[src/rtl/ula_exec_stage_pkg.sv]
// ----------------------------------------------------------------------------
// ula_exec_stage_pkg
// Shared definitions for the ULA execute/writeback stage:
//   - opcode constants understood by the downstream 8-bit ULA
//       op[3] = ainvert, op[2] = binvert + carry-in, op[1:0] = AND/OR/ADD/SLT
//   - FSM state encoding of the stage (2 bits)
//   - operand bundle presented to the ULA
// ----------------------------------------------------------------------------
package ula_exec_stage_pkg;

   localparam logic [3:0] OP_AND = 4'b0000;
   localparam logic [3:0] OP_OR  = 4'b0001;
   localparam logic [3:0] OP_ADD = 4'b0010;
   localparam logic [3:0] OP_SUB = 4'b0110;
   localparam logic [3:0] OP_SLT = 4'b0111;
   localparam logic [3:0] OP_NOR = 4'b1100;

   typedef enum logic [1:0] {
      ST_IDLE = 2'b00,
      ST_EXEC = 2'b01,
      ST_WB   = 2'b10
   } state_t;

   // Operands and opcode latched at accept, held stable towards the ULA.
   typedef struct packed {
      logic [7:0] a;
      logic [7:0] b;
      logic [3:0] op;
   } alu_req_t;

endpackage

[src/rtl/ula_exec_stage_if.sv]
// ----------------------------------------------------------------------------
// ula_exec_stage_if
// Instruction handshake into the execute stage.
//   master : instruction source (drives in_valid and the instruction fields)
//   slave  : the execute stage (drives in_ready)
// An instruction is accepted on a rising clk edge with in_valid & in_ready.
// ----------------------------------------------------------------------------
interface ula_exec_stage_if #(
   parameter int REG_ADDR_W = 3
);
   logic                  in_valid;
   logic                  in_ready;
   logic [3:0]            in_op;
   logic [REG_ADDR_W-1:0] in_rd;
   logic [REG_ADDR_W-1:0] in_rs;
   logic [REG_ADDR_W-1:0] in_rt;
   logic                  in_imm_sel;
   logic [7:0]            in_imm;

   modport master (
      output in_valid, in_op, in_rd, in_rs, in_rt, in_imm_sel, in_imm,
      input  in_ready
   );

   modport slave (
      input  in_valid, in_op, in_rd, in_rs, in_rt, in_imm_sel, in_imm,
      output in_ready
   );
endinterface

[src/rtl/ula_exec_stage_regfile.sv]
// ----------------------------------------------------------------------------
// ula_regfile
// REG_COUNT x 8-bit register file.
//   clk, rst_n          : clock, asynchronous active-low clear of all entries
//   we, waddr, wdata    : synchronous write port (writes to r0 discarded)
//   raddr_a / rdata_a   : combinational read port A
//   raddr_b / rdata_b   : combinational read port B
//   dbg_addr / dbg_data : combinational debug read port
// r0 always reads as zero.
// ----------------------------------------------------------------------------
module ula_regfile #(
   parameter int REG_COUNT  = 8,
   parameter int REG_ADDR_W = 3
) (
   input  logic                  clk,
   input  logic                  rst_n,
   input  logic                  we,
   input  logic [REG_ADDR_W-1:0] waddr,
   input  logic [7:0]            wdata,
   input  logic [REG_ADDR_W-1:0] raddr_a,
   output logic [7:0]            rdata_a,
   input  logic [REG_ADDR_W-1:0] raddr_b,
   output logic [7:0]            rdata_b,
   input  logic [REG_ADDR_W-1:0] dbg_addr,
   output logic [7:0]            dbg_data
);

   logic [7:0] mem_q [REG_COUNT];

   // NOTE: the storage is flops, not a RAM macro, so clearing every entry in
   // the async reset branch is legal and gives a known register file.
   // NOTE: sequential state uses <= so every flop samples pre-edge values.
   always_ff @(posedge clk or negedge rst_n) begin
      if (!rst_n) begin
         for (int i = 0; i < REG_COUNT; i++) begin
            mem_q[i] <= '0;
         end
      end else if (we && (waddr != '0)) begin
         mem_q[waddr] <= wdata;
      end
   end

   assign rdata_a  = (raddr_a  == '0) ? 8'h00 : mem_q[raddr_a];
   assign rdata_b  = (raddr_b  == '0) ? 8'h00 : mem_q[raddr_b];
   assign dbg_data = (dbg_addr == '0) ? 8'h00 : mem_q[dbg_addr];

endmodule

[src/rtl/ula_exec_stage.sv]
// ----------------------------------------------------------------------------
// ula_exec_stage
// Execute/writeback stage feeding an external combinational 8-bit ULA.
//   clk, rst_n     : clock, asynchronous active-low reset (aborts any op)
//   inst           : instruction handshake (slave side)
//   alu_a/b/op     : registered operands/opcode towards the ULA
//   alu_result/cout/overflow/zero : ULA outputs, captured at end of EXEC
//   done           : one-cycle pulse during the writeback cycle
//   flag_zero/cout/ovf : flags of the last completed op
//   dbg_addr/data  : combinational debug read of the register file
// Sequence: IDLE (accept) -> EXEC (ULA evaluates) -> WB (write rd) -> IDLE.
// ----------------------------------------------------------------------------
module ula_exec_stage
   import ula_exec_stage_pkg::*;
#(
   parameter int REG_COUNT  = 8,
   parameter int REG_ADDR_W = 3
) (
   input  logic                  clk,
   input  logic                  rst_n,
   ula_exec_stage_if.slave       inst,
   output logic [7:0]            alu_a,
   output logic [7:0]            alu_b,
   output logic [3:0]            alu_op,
   input  logic [7:0]            alu_result,
   input  logic                  alu_cout,
   input  logic                  alu_overflow,
   input  logic                  alu_zero,
   output logic                  done,
   output logic                  flag_zero,
   output logic                  flag_cout,
   output logic                  flag_ovf,
   input  logic [REG_ADDR_W-1:0] dbg_addr,
   output logic [7:0]            dbg_data
);

   state_t                state_q, state_d;
   alu_req_t              req_q;
   logic [REG_ADDR_W-1:0] rd_q;
   logic [7:0]            res_q;
   logic [7:0]            rs_data, rt_data;
   logic                  accept;

   ula_regfile #(
      .REG_COUNT  (REG_COUNT),
      .REG_ADDR_W (REG_ADDR_W)
   ) u_regfile (
      .clk      (clk),
      .rst_n    (rst_n),
      .we       (done),
      .waddr    (rd_q),
      .wdata    (res_q),
      .raddr_a  (inst.in_rs),
      .rdata_a  (rs_data),
      .raddr_b  (inst.in_rt),
      .rdata_b  (rt_data),
      .dbg_addr (dbg_addr),
      .dbg_data (dbg_data)
   );

   always_ff @(posedge clk or negedge rst_n) begin
      if (!rst_n) state_q <= ST_IDLE;
      else        state_q <= state_d;
   end

   // NOTE: every output of this block gets a default first so no latch is
   // inferred on paths where a state does not assign it.
   always_comb begin
      state_d       = state_q;
      inst.in_ready = 1'b0;
      done          = 1'b0;
      accept        = 1'b0;
      case (state_q)
         ST_IDLE: begin
            inst.in_ready = 1'b1;
            if (inst.in_valid) begin
               accept  = 1'b1;
               state_d = ST_EXEC;
            end
         end
         ST_EXEC: state_d = ST_WB;
         ST_WB: begin
            done    = 1'b1;
            state_d = ST_IDLE;
         end
         default: state_d = ST_IDLE;
      endcase
   end

   // Operand latches only change at accept, so the ULA inputs hold their
   // last values outside EXEC without any extra enable logic.
   always_ff @(posedge clk or negedge rst_n) begin
      if (!rst_n) begin
         req_q     <= '0;
         rd_q      <= '0;
         res_q     <= '0;
         flag_zero <= 1'b0;
         flag_cout <= 1'b0;
         flag_ovf  <= 1'b0;
      end else begin
         if (accept) begin
            req_q.a  <= rs_data;
            req_q.b  <= inst.in_imm_sel ? inst.in_imm : rt_data;
            req_q.op <= inst.in_op;
            rd_q     <= inst.in_rd;
         end
         if (state_q == ST_EXEC) begin
            res_q     <= alu_result;
            flag_zero <= alu_zero;
            flag_cout <= alu_cout;
            flag_ovf  <= alu_overflow;
         end
      end
   end

   assign alu_a  = req_q.a;
   assign alu_b  = req_q.b;
   assign alu_op = req_q.op;

endmodule
[src/flat_wrapper.sv]
// flat-port wrapper written by rule: the top's interface ports become plain ports
module ula_exec_stage_flat import ula_exec_stage_pkg::*;
#(
   parameter int REG_COUNT  = 8,
   parameter int REG_ADDR_W = 3
)
  (clk, rst_n, alu_a, alu_b, alu_op, alu_result, alu_cout, alu_overflow, alu_zero, done, flag_zero, flag_cout, flag_ovf, dbg_addr, dbg_data, inst_in_valid, inst_in_op, inst_in_rd, inst_in_rs, inst_in_rt, inst_in_imm_sel, inst_in_imm, inst_in_ready);
  ula_exec_stage_if #(.REG_ADDR_W(REG_ADDR_W)) inst_i ();
  input  logic clk;
  input  logic rst_n;
  output logic [7:0] alu_a;
  output logic [7:0] alu_b;
  output logic [3:0] alu_op;
  input  logic [7:0] alu_result;
  input  logic alu_cout;
  input  logic alu_overflow;
  input  logic alu_zero;
  output logic done;
  output logic flag_zero;
  output logic flag_cout;
  output logic flag_ovf;
  input  logic [REG_ADDR_W-1:0] dbg_addr;
  output logic [7:0] dbg_data;
  input wire logic [$bits(inst_i.in_valid)-1:0] inst_in_valid;
  input wire logic [$bits(inst_i.in_op)-1:0] inst_in_op;
  input wire logic [$bits(inst_i.in_rd)-1:0] inst_in_rd;
  input wire logic [$bits(inst_i.in_rs)-1:0] inst_in_rs;
  input wire logic [$bits(inst_i.in_rt)-1:0] inst_in_rt;
  input wire logic [$bits(inst_i.in_imm_sel)-1:0] inst_in_imm_sel;
  input wire logic [$bits(inst_i.in_imm)-1:0] inst_in_imm;
  output wire logic [$bits(inst_i.in_ready)-1:0] inst_in_ready;
  assign inst_i.in_valid = inst_in_valid;
  assign inst_i.in_op = inst_in_op;
  assign inst_i.in_rd = inst_in_rd;
  assign inst_i.in_rs = inst_in_rs;
  assign inst_i.in_rt = inst_in_rt;
  assign inst_i.in_imm_sel = inst_in_imm_sel;
  assign inst_i.in_imm = inst_in_imm;
  assign inst_in_ready = inst_i.in_ready;
  ula_exec_stage #(.REG_COUNT(REG_COUNT), .REG_ADDR_W(REG_ADDR_W)) u_core (.clk(clk), .rst_n(rst_n), .inst(inst_i), .alu_a(alu_a), .alu_b(alu_b), .alu_op(alu_op), .alu_result(alu_result), .alu_cout(alu_cout), .alu_overflow(alu_overflow), .alu_zero(alu_zero), .done(done), .flag_zero(flag_zero), .flag_cout(flag_cout), .flag_ovf(flag_ovf), .dbg_addr(dbg_addr), .dbg_data(dbg_data));
endmodule
[config.mk]
export PLATFORM = sky130hd
export DESIGN_NAME = ula_exec_stage_flat
export DESIGN_NICKNAME = d
export VERILOG_FILES = /design/src/rtl/ula_exec_stage_pkg.sv /design/src/rtl/ula_exec_stage_if.sv /design/src/rtl/ula_exec_stage_regfile.sv /design/src/rtl/ula_exec_stage.sv /design/src/flat_wrapper.sv
export SDC_FILE = /design/constraint.sdc
export NUM_CORES = 1
export LEC_CHECK = 0
export ABC_AREA = 1
export BUFFER_PORTS_ARGS = -buffer_cell sky130_fd_sc_hd__buf_2
export CAP_MARGIN = 15
export CELL_PAD_IN_SITES_DETAIL_PLACEMENT = 1
export CELL_PAD_IN_SITES_GLOBAL_PLACEMENT = 2
export CORE_MARGIN = 3
export CORE_UTILIZATION = 33
export DETAILED_ROUTE_END_ITERATION = 10
export GPL_TIMING_DRIVEN = 0
export PLACE_DENSITY_LB_ADDON = 0.1
export SYNTH_ARGS = -nofsm -noshare
export SYNTH_HDL_FRONTEND = slang
export SYNTH_SLANG_ARGS = --single-unit
export TNS_END_PERCENT = 50
[constraint.sdc]
create_clock -name clk -period 1.8 [get_ports clk]
set_input_delay 0 -clock clk [delete_from_list [all_inputs] [get_ports clk]]
set_output_delay 0 -clock clk [all_outputs]
set_load 0.01 [all_outputs]
==> flow_metrics.tcl, run 1 <==
set metrics [dict create \
    status "finished, final reports clean" \
    ys_types 23 \
    h-tree-depth 3 \
    leakage_nw 3.140 \
    clkTransAtPathRegs_ns 0.08 \
    worstSetupEndpointType "primary output" \
    fin_crit_ns 1.769 \
    cts_sinks 100 \
    grt_pass1_wl_mm 32.13 \
    insertion_delay_ns 0.36 \
    sw_frac_of_total 0.4128 \
    vdd_drop_max_uv 649.8 \
    cts-buffers-inserted 9 \
    crit_required_ns 1.80 \
    postSynthAreaPerCell_um2 7.301 \
    dieHeight_um 132.8 \
    gp_congestion 0.8957 \
    nets 869 \
    grt-ovfl-total 0 \
    syn_inst 727 \
    cp-start-kind "flop" \
    clkPwrFrac 0.241 \
    stdcell_count 1047 \
    root_buffer "clkbuf_16" \
    grt_usage 0.2385 \
    timing.final.max_slew_violations 0 \
    power_switching_mw 3.346 \
    worst_r2r_startpoint "u_core.state_q[0]" \
    hold_viol_final 0 \
    core_area_um2 15480 \
    pin_count 72 \
    post_drt_wl_per_cell_um 19.53 \
    hold_depth 6 \
    dieArea_um2 17640 \
    dr_wl_met2_mm 9.240 \
    dp_hpwl_mm 15.92 \
    dr.max_layer_used "met5" \
    fp-row-count 45 \
    final.setup_skew_ns 0.01289 \
    hold_start "inst_in_rs[2]" \
    die_w_um 132.8 \
    ant_nets 0 \
    layout_commonest_cell "nand2_1" \
    drt-initial-drc-count 358 \
    slew_headroom 0.5961 \
    final_cell_mix "216 x nand2_1, 111 x o21ai_0, 100 x dfrtp_1, 79 x buf_2, 74 x nand3_1" \
    viasPerCell 5.087 \
    wl_met3_um 773 \
    vias 5326 \
    wl_met1_mm 9.676 \
    power.density_nw_per_um2 1248 \
    post-route-period-util 0.9829 \
    dp_cells 1002 \
    reg2reg_depth 6 \
    grt_start_max_net_pins 60 \
    grt_pass1_vias 5592 \
    setup.worst_path.start "u_core.u_regfile.mem_q[38]" \
    hold_slack_ns 0.1517 \
    seq_power_share 0.458 \
    setup_viol 0 \
    ys_ff_latch 100 \
    cts_tree "yes" \
    antenna_found_initial 1 \
    syn_area_um2 5308 \
    max_freq_mhz 565.2 \
    wl_mm 20.44 \
    worst_ep_arrival_time_ns 1.77 \
    io_buffers 63 \
    cap_violations 0 \
    clockBufferDepth 2 \
    p_int_mw 4.760 \
    drc 0 \
    ys_seq_area_frac 0.4715 \
    rsz0062_at_grt "false" \
    syn_nets 766 \
    synth_warnings 0 \
    hold_path_class "in2reg" \
    combPwrFrac 0.300 \
    area_growth_pct 22.37 \
    first_pass_iters 5 \
    worstPathMaxFanout 4 \
    worst_pin_slew_ns 0.5995 \
    start_util 0.3428 \
    crit_type "reg2out" \
    drive_above_1_share 0.1353 \
]
==> synth_stat cells <==
cell type	number	area, um2
a21oi_1	45	225.2
and3_1	8	50.05
buf_1	3	11.26
buf_2	17	85.08
buf_4	1	7.510
buf_6	1	11.26
clkbuf_1	27	101.4
clkinv_1	2	7.510
dfrtp_1	100	2502
inv_1	62	232.7
inv_2	3	11.26
nand2_1	217	814.5
nand2_2	2	12.51
nand3_1	74	370.4
nand3_2	3	30.03
nand4_1	2	12.51
nor2_1	32	120.1
nor2_4	2	22.52
nor4_4	1	21.27
o211ai_1	10	75.07
o21ai_0	111	555.5
o21ai_1	2	10.01
o21ai_2	2	17.52
==> through the flow <==
stage | worst slack [ns] | utilization | power, mW | instance area [um2] | TNS, ns
after global routing | 0.003642 | 0.4193 | 8.670 | 6492 | 0
after CTS | 0.02381 | 0.4192 | 8.154 | 6490 | 0
after detailed placement | 0.04300 | 0.3821 | 6.119 | 5917 | 0
after floorplan | 0.4818 | - | 4.882 | 5308 | 0
final | 0.03075 | 0.4195 | 8.106 | 6495 | 0
after global placement | -0.3078 | 0.3802 | 6.018 | 5887 | -29.37
==> final cells by class <==
| class | instances | area [um2] |
|---|---|---|
| Clock inverter | 7 | 67.56 |
| Tap cell | 211 | 264.0 |
| Buffer | 49 | 216.5 |
| Fill cell | 1957 | 8989 |
| Sequential cell | 100 | 2502 |
| Clock buffer | 9 | 225.2 |
| Antenna cell | 1 | 2.502 |
| Inverter | 67 | 251.5 |
| Timing Repair Buffer | 92 | 625.6 |
| Multi-Input combinational cell | 511 | 2340 |
==> sequential cells by signal, summed over array words and instances, names as in the netlist <==
signal,cells
u_core.alu_a,8
u_core.alu_b,8
u_core.alu_op,4
u_core.flag_cout,1
u_core.flag_ovf,1
u_core.flag_zero,1
u_core.rd_q,3
u_core.res_q,8
u_core.state_q,2
u_core.u_regfile.mem_q,64
==> power groups by stage <==
stage	clock [mW]	combinational [mW]	sequential (mW)
2_1_floorplan	0	1.41	3.47
3_3_place_gp	0	2.33	3.69
3_5_place_dp	0	2.40	3.72
4_1_cts	2.00	2.47	3.68
5_1_grt	2.10	2.78	3.80
6_report	1.96	2.43	3.71
==> routing by layer <==
layer / vias up / track usage
met5: - / 0
met4: 2 / 0.09700
met2: 123 / 0.3801
met3: 33 / 0.03688
met1: 2603 / 0.3247
li1: 2565 / -
==> critical path, stage by stage (launching register included) <==
cell,delay [ns]
dfrtp_1,0.45
o21ai_0,0.53
nand3_1,0.13
and3_1,0.17
buf_2,0.13
==> repair_timing <==
item                                   in CTS  in global routing
hold buffers                               28                  0
resized for setup                           0                  1
endpoints found under the hold margin      67                  0
buffers inserted                            0                  0
setup endpoints to repair                   0                 13
==> worst paths after layout <==
path                                              end  slack [ns]
hold / removal                        u_core.alu_a[0]        0.15
hold reg to reg            u_core.u_regfile.mem_q[60]        0.46
setup / recovery                          dbg_data[6]        0.03
min in group asynchronous  u_core.u_regfile.mem_q[62]        0.19
max in group asynchronous  u_core.u_regfile.mem_q[34]        0.92
setup reg to reg                      u_core.alu_a[7]        0.20
==> logic make-up after synthesis <==
logic type / after synthesis / share of synthesized area
buffers and inverters: 116 / 0.08817
AOI/OAI and AO/OA: 170 / 0.1664
DFF: 100 / 0.4715
and+or+nand+nor: 341 / 0.2739
(Power assumes the default switching activity.)
==> run 2: changes to the inputs <==
--- a/config.mk
+++ b/config.mk
@@ -15,6 +15,7 @@
 export DETAILED_ROUTE_END_ITERATION = 10
 export GPL_TIMING_DRIVEN = 0
 export PLACE_DENSITY_LB_ADDON = 0.1
+export SKIP_LAST_GASP = 1
 export SYNTH_ARGS = -nofsm -noshare
 export SYNTH_HDL_FRONTEND = slang
 export SYNTH_SLANG_ARGS = --single-unit
==> constraint.sdc (replaced) <==
create_clock -name clk -period 2 [get_ports clk]
set_input_delay 0 -clock clk [delete_from_list [all_inputs] [get_ports clk]]
set_output_delay 0 -clock clk [all_outputs]
set_load 0.01 [all_outputs]
==> flow_metrics.tcl, run 2 (same netlist as run 1, synthesis figures left out) <==
set metrics [dict create \
    dieArea_um2 17640 \
    rsz0062_at_grt "false" \
    hold_path_class "in2reg" \
    grt-ovfl-total 0 \
    post_cts_buffers 0 \
    drc 0 \
    final.setup_skew_ns 0.01090 \
    path_buf_inv 1 \
    setup_viol 0 \
    antenna_found_initial 1 \
    cp-start-kind "flop" \
    hold_slack_ns 0.1105 \
    hold_viol_final 0 \
    crit_type "reg2out" \
    die_w_um 132.8 \
    worst_pin_slew_ns 0.6220 \
    cts-buffers-inserted 9 \
    clockBufferDepth 2 \
    power_mw 7.287 \
    hold_depth 6 \
    layout_commonest_cell "nand2_1" \
    fp-row-count 45 \
    root_buffer "clkbuf_16" \
    path_cells "o21ai_0 > nand3_1 > and3_1 > buf_2" \
    worstPathMaxFanout 4 \
    drt-initial-drc-count 371 \
    ant_nets 0 \
    final_cell_mix "216 x nand2_1, 111 x o21ai_0, 100 x dfrtp_1, 79 x buf_2, 74 x nand3_1" \
    post_drt_wl_per_cell_um 19.51 \
    worst_r2r_startpoint "u_core.state_q[0]" \
    final_core_util 0.4193 \
    start_util 0.3428 \
    core_area_um2 15480 \
    dp_hpwl_mm 15.92 \
    reg2reg_depth 5 \
    first_pass_iters 4 \
    area_growth_pct 22.32 \
    timing.final.max_slew_violations 0 \
    leakage_nw 3.142 \
    diodes 0 \
    crit_required_ns 2.00 \
    tns_ns 0 \
    worstReg2RegEnd "u_core.alu_b[7]" \
    slew_headroom 0.5810 \
    max_freq_mhz 559.5 \
    cts_sinks 100 \
    wl_mm 20.41 \
    viasPerCell 5.071 \
    grt_start_max_net_pins 60 \
    crit_path_max_incr_delay_ns 0.54 \
    post-route-period-util 0.8936 \
    cpMaxStageDelayCell "o21ai_0" \
    nets 869 \
    top_register "u_core.u_regfile.mem_q" \
    h-tree-depth 3 \
    io_buffers 63 \
    clkTransAtPathRegs_ns 0.08 \
    status "finished, final reports clean" \
    vdd_drop_max_uv 584.9 \
    dieHeight_um 132.8 \
    cts_tree "yes" \
    worstSetupEndpointType "primary output" \
    worst_ep_arrival_time_ns 1.79 \
    grt_pass1_wl_mm 32.15 \
    drive_above_1_share 0.1353 \
    grt_usage 0.2386 \
    whs_endpoint "u_core.alu_b[2]" \
    hold_start "inst_in_imm_sel" \
    path_delay_family "compound AO/OA/AOI/OAI gates" \
    insertion_delay_ns 0.36 \
    largest_reg_flops 64 \
    gp_congestion 0.8957 \
    cap_violations 0 \
    pin_count 72 \
    regToRegSetupSlack_ns 0.22 \
    power.density_nw_per_um2 1122 \
    vias 5304 \
    fin_crit_ns 1.787 \
    grt_pass1_vias 5591 \
]
run 2: per-layer routing:
metal,vias to the layer above,share of wire,global-route usage
met4,2,0.033,0.09700
li1,2565,-,-
met5,-,0.00069,0
met1,2589,0.47,0.3244
met2,117,0.46,0.3806
met3,31,0.039,0.03726
run 2: stage by stage:
step / setup WS (ns) / area [um2] / instances
finish: 0.2128 / 6492 / 1046
global route: 0.08579 / 6492 / 1046
CTS: 0.08035 / 6490 / 1046
detailed placement: 0.2430 / 5917 / 1002
global placement: -0.1078 / 5887 / 1001
floorplan: 0.6818 / 5308 / 727
run 2: what timing repair did:
action | 4_1_cts | 5_1_grt
endpoints found under the hold margin | 67 | 0
gates resized for setup | 0 | 1
hold buffers | 28 | 0
endpoints found under the setup margin | 0 | 1
run 2: how the worst max path moves through the flow:
stage	startpoint	to	slack, ns	cells after the start
after floorplan	u_core.state_q[0]	u_core.u_regfile.mem_q[46]	0.68	7
after global placement	rst_n	u_core.u_regfile.mem_q[32]	-0.11	1
after detailed placement	u_core.state_q[0]	u_core.alu_a[4]	0.24	6
after CTS	u_core.state_q[0]	u_core.alu_b[7]	0.08	5
after global routing	u_core.state_q[0]	u_core.alu_b[7]	0.09	5
final	u_core.u_regfile.mem_q[38]	dbg_data[6]	0.21	4
run 2: worst min-delay path: cells and delay by family:
kind | cells | cell delay, ns
buf+inv | 2 | 0.18
simple gates | 4 | 0.24
run 2: power breakdown:
part | switching [mW] | internal, mW | leakage, nW | total, mW
combinational | 1.44 | 0.753 | 1.70 | 2.19
clock | 0.877 | 0.878 | 0.144 | 1.76
sequential | 0.683 | 2.65 | 1.30 | 3.34
run 2: area by class of cell:
type	instances	area, um2
fillers	1959	8991
flip-flops and latches	100	2502
multi-input cells	511	2340
repair buffers	92	625.6
well taps	211	264.0
inverters	67	251.5
clock buffers	9	225.2
plain buffers	49	216.5
clock inverters	7	67.56
==> run 3: changes to the inputs <==
--- a/config.mk
+++ b/config.mk
@@ -6,7 +6,7 @@
 export NUM_CORES = 1
 export LEC_CHECK = 0
 export ABC_AREA = 1
-export BUFFER_PORTS_ARGS = -buffer_cell sky130_fd_sc_hd__buf_2
+export BUFFER_PORTS_ARGS = -buffer_cell sky130_fd_sc_hd__buf_4
 export CAP_MARGIN = 15
 export CELL_PAD_IN_SITES_DETAIL_PLACEMENT = 1
 export CELL_PAD_IN_SITES_GLOBAL_PLACEMENT = 2
==> flow_metrics.tcl, run 3 (same netlist as run 1, synthesis figures left out) <==
set metrics [dict create \
    worstPathMaxFanout 4 \
    crit_required_ns 2.00 \
    cts_tree "yes" \
    hold_slack_ns 0.09796 \
    worst_pin_slew_ns 0.6925 \
    setup_viol 0 \
    drt-initial-drc-count 327 \
    dp_hpwl_mm 16.20 \
    crit_path_max_incr_delay_ns 0.59 \
    power_switching_mw 3.124 \
    nets 869 \
    leakage_nw 3.194 \
    tns_ns 0 \
    worst_ep_arrival_time_ns 1.83 \
    multi_input_area_um2 2340 \
    hold_path_class "in2reg" \
    regToRegSetupSlack_ns 0.29 \
    rsz0062_at_grt "false" \
    h-tree-depth 3 \
    slew_headroom 0.5334 \
    start_util 0.3428 \
    status "finished, final reports clean" \
    final.fill_count 1923 \
    die_w_um 132.8 \
    dieArea_um2 17640 \
    final_cell_mix "216 x nand2_1, 111 x o21ai_0, 100 x dfrtp_1, 74 x nand3_1, 64 x buf_4" \
    hold_viol_final 0 \
    combPwrFrac 0.310 \
    layout_commonest_cell "nand2_1" \
    grt_pass1_vias 5579 \
    fin_ws_ns 0.1685 \
    viasPerCell 5.083 \
    grt_usage 0.2410 \
    io_buffers 63 \
    cp-start-kind "flop" \
    area_growth_pct 25.70 \
    drc 0 \
    clockBufferDepth 2 \
    post-place-ws_ns 0.2406 \
    fp-row-count 45 \
    drive_above_1_share 0.1353 \
    gp_congestion 0.9151 \
    post-route-period-util 0.9158 \
    seq_power_share 0.446 \
    dieHeight_um 132.8 \
    wl_mm 20.89 \
    vdd_drop_max_uv 529.5 \
    vias 5317 \
    worstSetupEndpointType "primary output" \
    cts-buffers-inserted 9 \
    insertion_delay_ns 0.36 \
    max_freq_mhz 546.0 \
    cts_sinks 100 \
    seqCellArea_um2 2502 \
    path_cells "o21ai_0 > nand3_1 > and3_1 > buf_4" \
    grt-ovfl-total 0 \
    p_int_mw 4.418 \
    largest_reg_flops 64 \
    place_area_um2 6072 \
    cap_violations 0 \
    core_area_um2 15480 \
    post_drt_wl_per_cell_um 19.97 \
    timing.final.max_slew_violations 0 \
    cpMaxStageDelayCell "o21ai_0" \
    fin_crit_ns 1.832 \
    antenna_found_initial 1 \
    final.setup_skew_ns 0.01036 \
    clkTransAtPathRegs_ns 0.08 \
    ant_nets 0 \
    root_buffer "clkbuf_16" \
    power.density_nw_per_um2 1130 \
    clkPwrFrac 0.245 \
    final_area_um2 6671 \
    pin_count 72 \
    first_pass_iters 5 \
    top_register "u_core.u_regfile.mem_q" \
    grt_start_max_net_pins 53 \
    diodes 0 \
    grt_pass1_wl_mm 32.24 \
    crit_type "reg2out" \
    sw_frac_of_total 0.4142 \
]
run 3: final timing paths:
| check | start | endpoint | cells after the start |
|---|---|---|---|
| setup / recovery | u_core.u_regfile.mem_q[32] | dbg_data[0] | 4 |
| hold / removal | inst_in_imm_sel | u_core.alu_b[2] | 6 |
| setup reg to reg | u_core.state_q[0] | u_core.alu_b[7] | 5 |
| hold reg to reg | u_core.u_regfile.mem_q[56] | u_core.u_regfile.mem_q[56] | 1 |
| max in group asynchronous | rst_n | u_core.alu_a[7] | 3 |
| min in group asynchronous | rst_n | u_core.u_regfile.mem_q[57] | 2 |
run 3: power groups by stage:
stage	clock network [mW]	logic (mW)	registers, mW
after floorplan	0	1.27	3.12
after global placement	0	2.21	3.33
after detailed placement	0	2.28	3.37
after CTS	1.89	2.35	3.33
after global routing	1.98	2.63	3.43
final	1.84	2.34	3.36
run 3: area by class of cell:
| class | instances | share of cell area |
|---|---|---|
| well taps | 211 | 0.03957 |
| plain buffers | 49 | 0.03245 |
| clock inverters | 7 | 0.01369 |
| repair buffers | 92 | 0.1170 |
| flip-flops and latches | 100 | 0.3751 |
| multi-input cells | 511 | 0.3507 |
| clock buffers | 9 | 0.03376 |
| inverters | 67 | 0.03770 |
run 3: through the flow:
step                  util  total power, mW  instances
floorplan                -            4.394        727
global placement    0.3904            5.539       1001
detailed placement  0.3922            5.645       1002
CTS                 0.4307            7.575       1046
global route        0.4309            8.045       1046
finish              0.4309            7.541       1046
run 3: timing repair:
action	in CTS	in global routing
buffers inserted	0	0
resized for setup	0	1
hold buffers	28	0
endpoints found under the setup margin	0	1
endpoints found under the hold margin	74	0
run 3: per-layer routing:
metal,wire (um),part of all wire,vias up,global-route usage
li1,-,-,2564,-
met1,9413,0.45,2565,0.3157
met2,9831,0.47,153,0.4007
met3,975,0.047,33,0.04068
met4,648,0.031,2,0.08891
met5,19,0.00091,-,0
run 3: worst max-delay path, delay by kind of cell (launching register included):
kind | cells | cell delay (ns)
compound gates | 1 | 0.59
simple gates | 2 | 0.30
flops | 1 | 0.45
buf+inv | 1 | 0.14
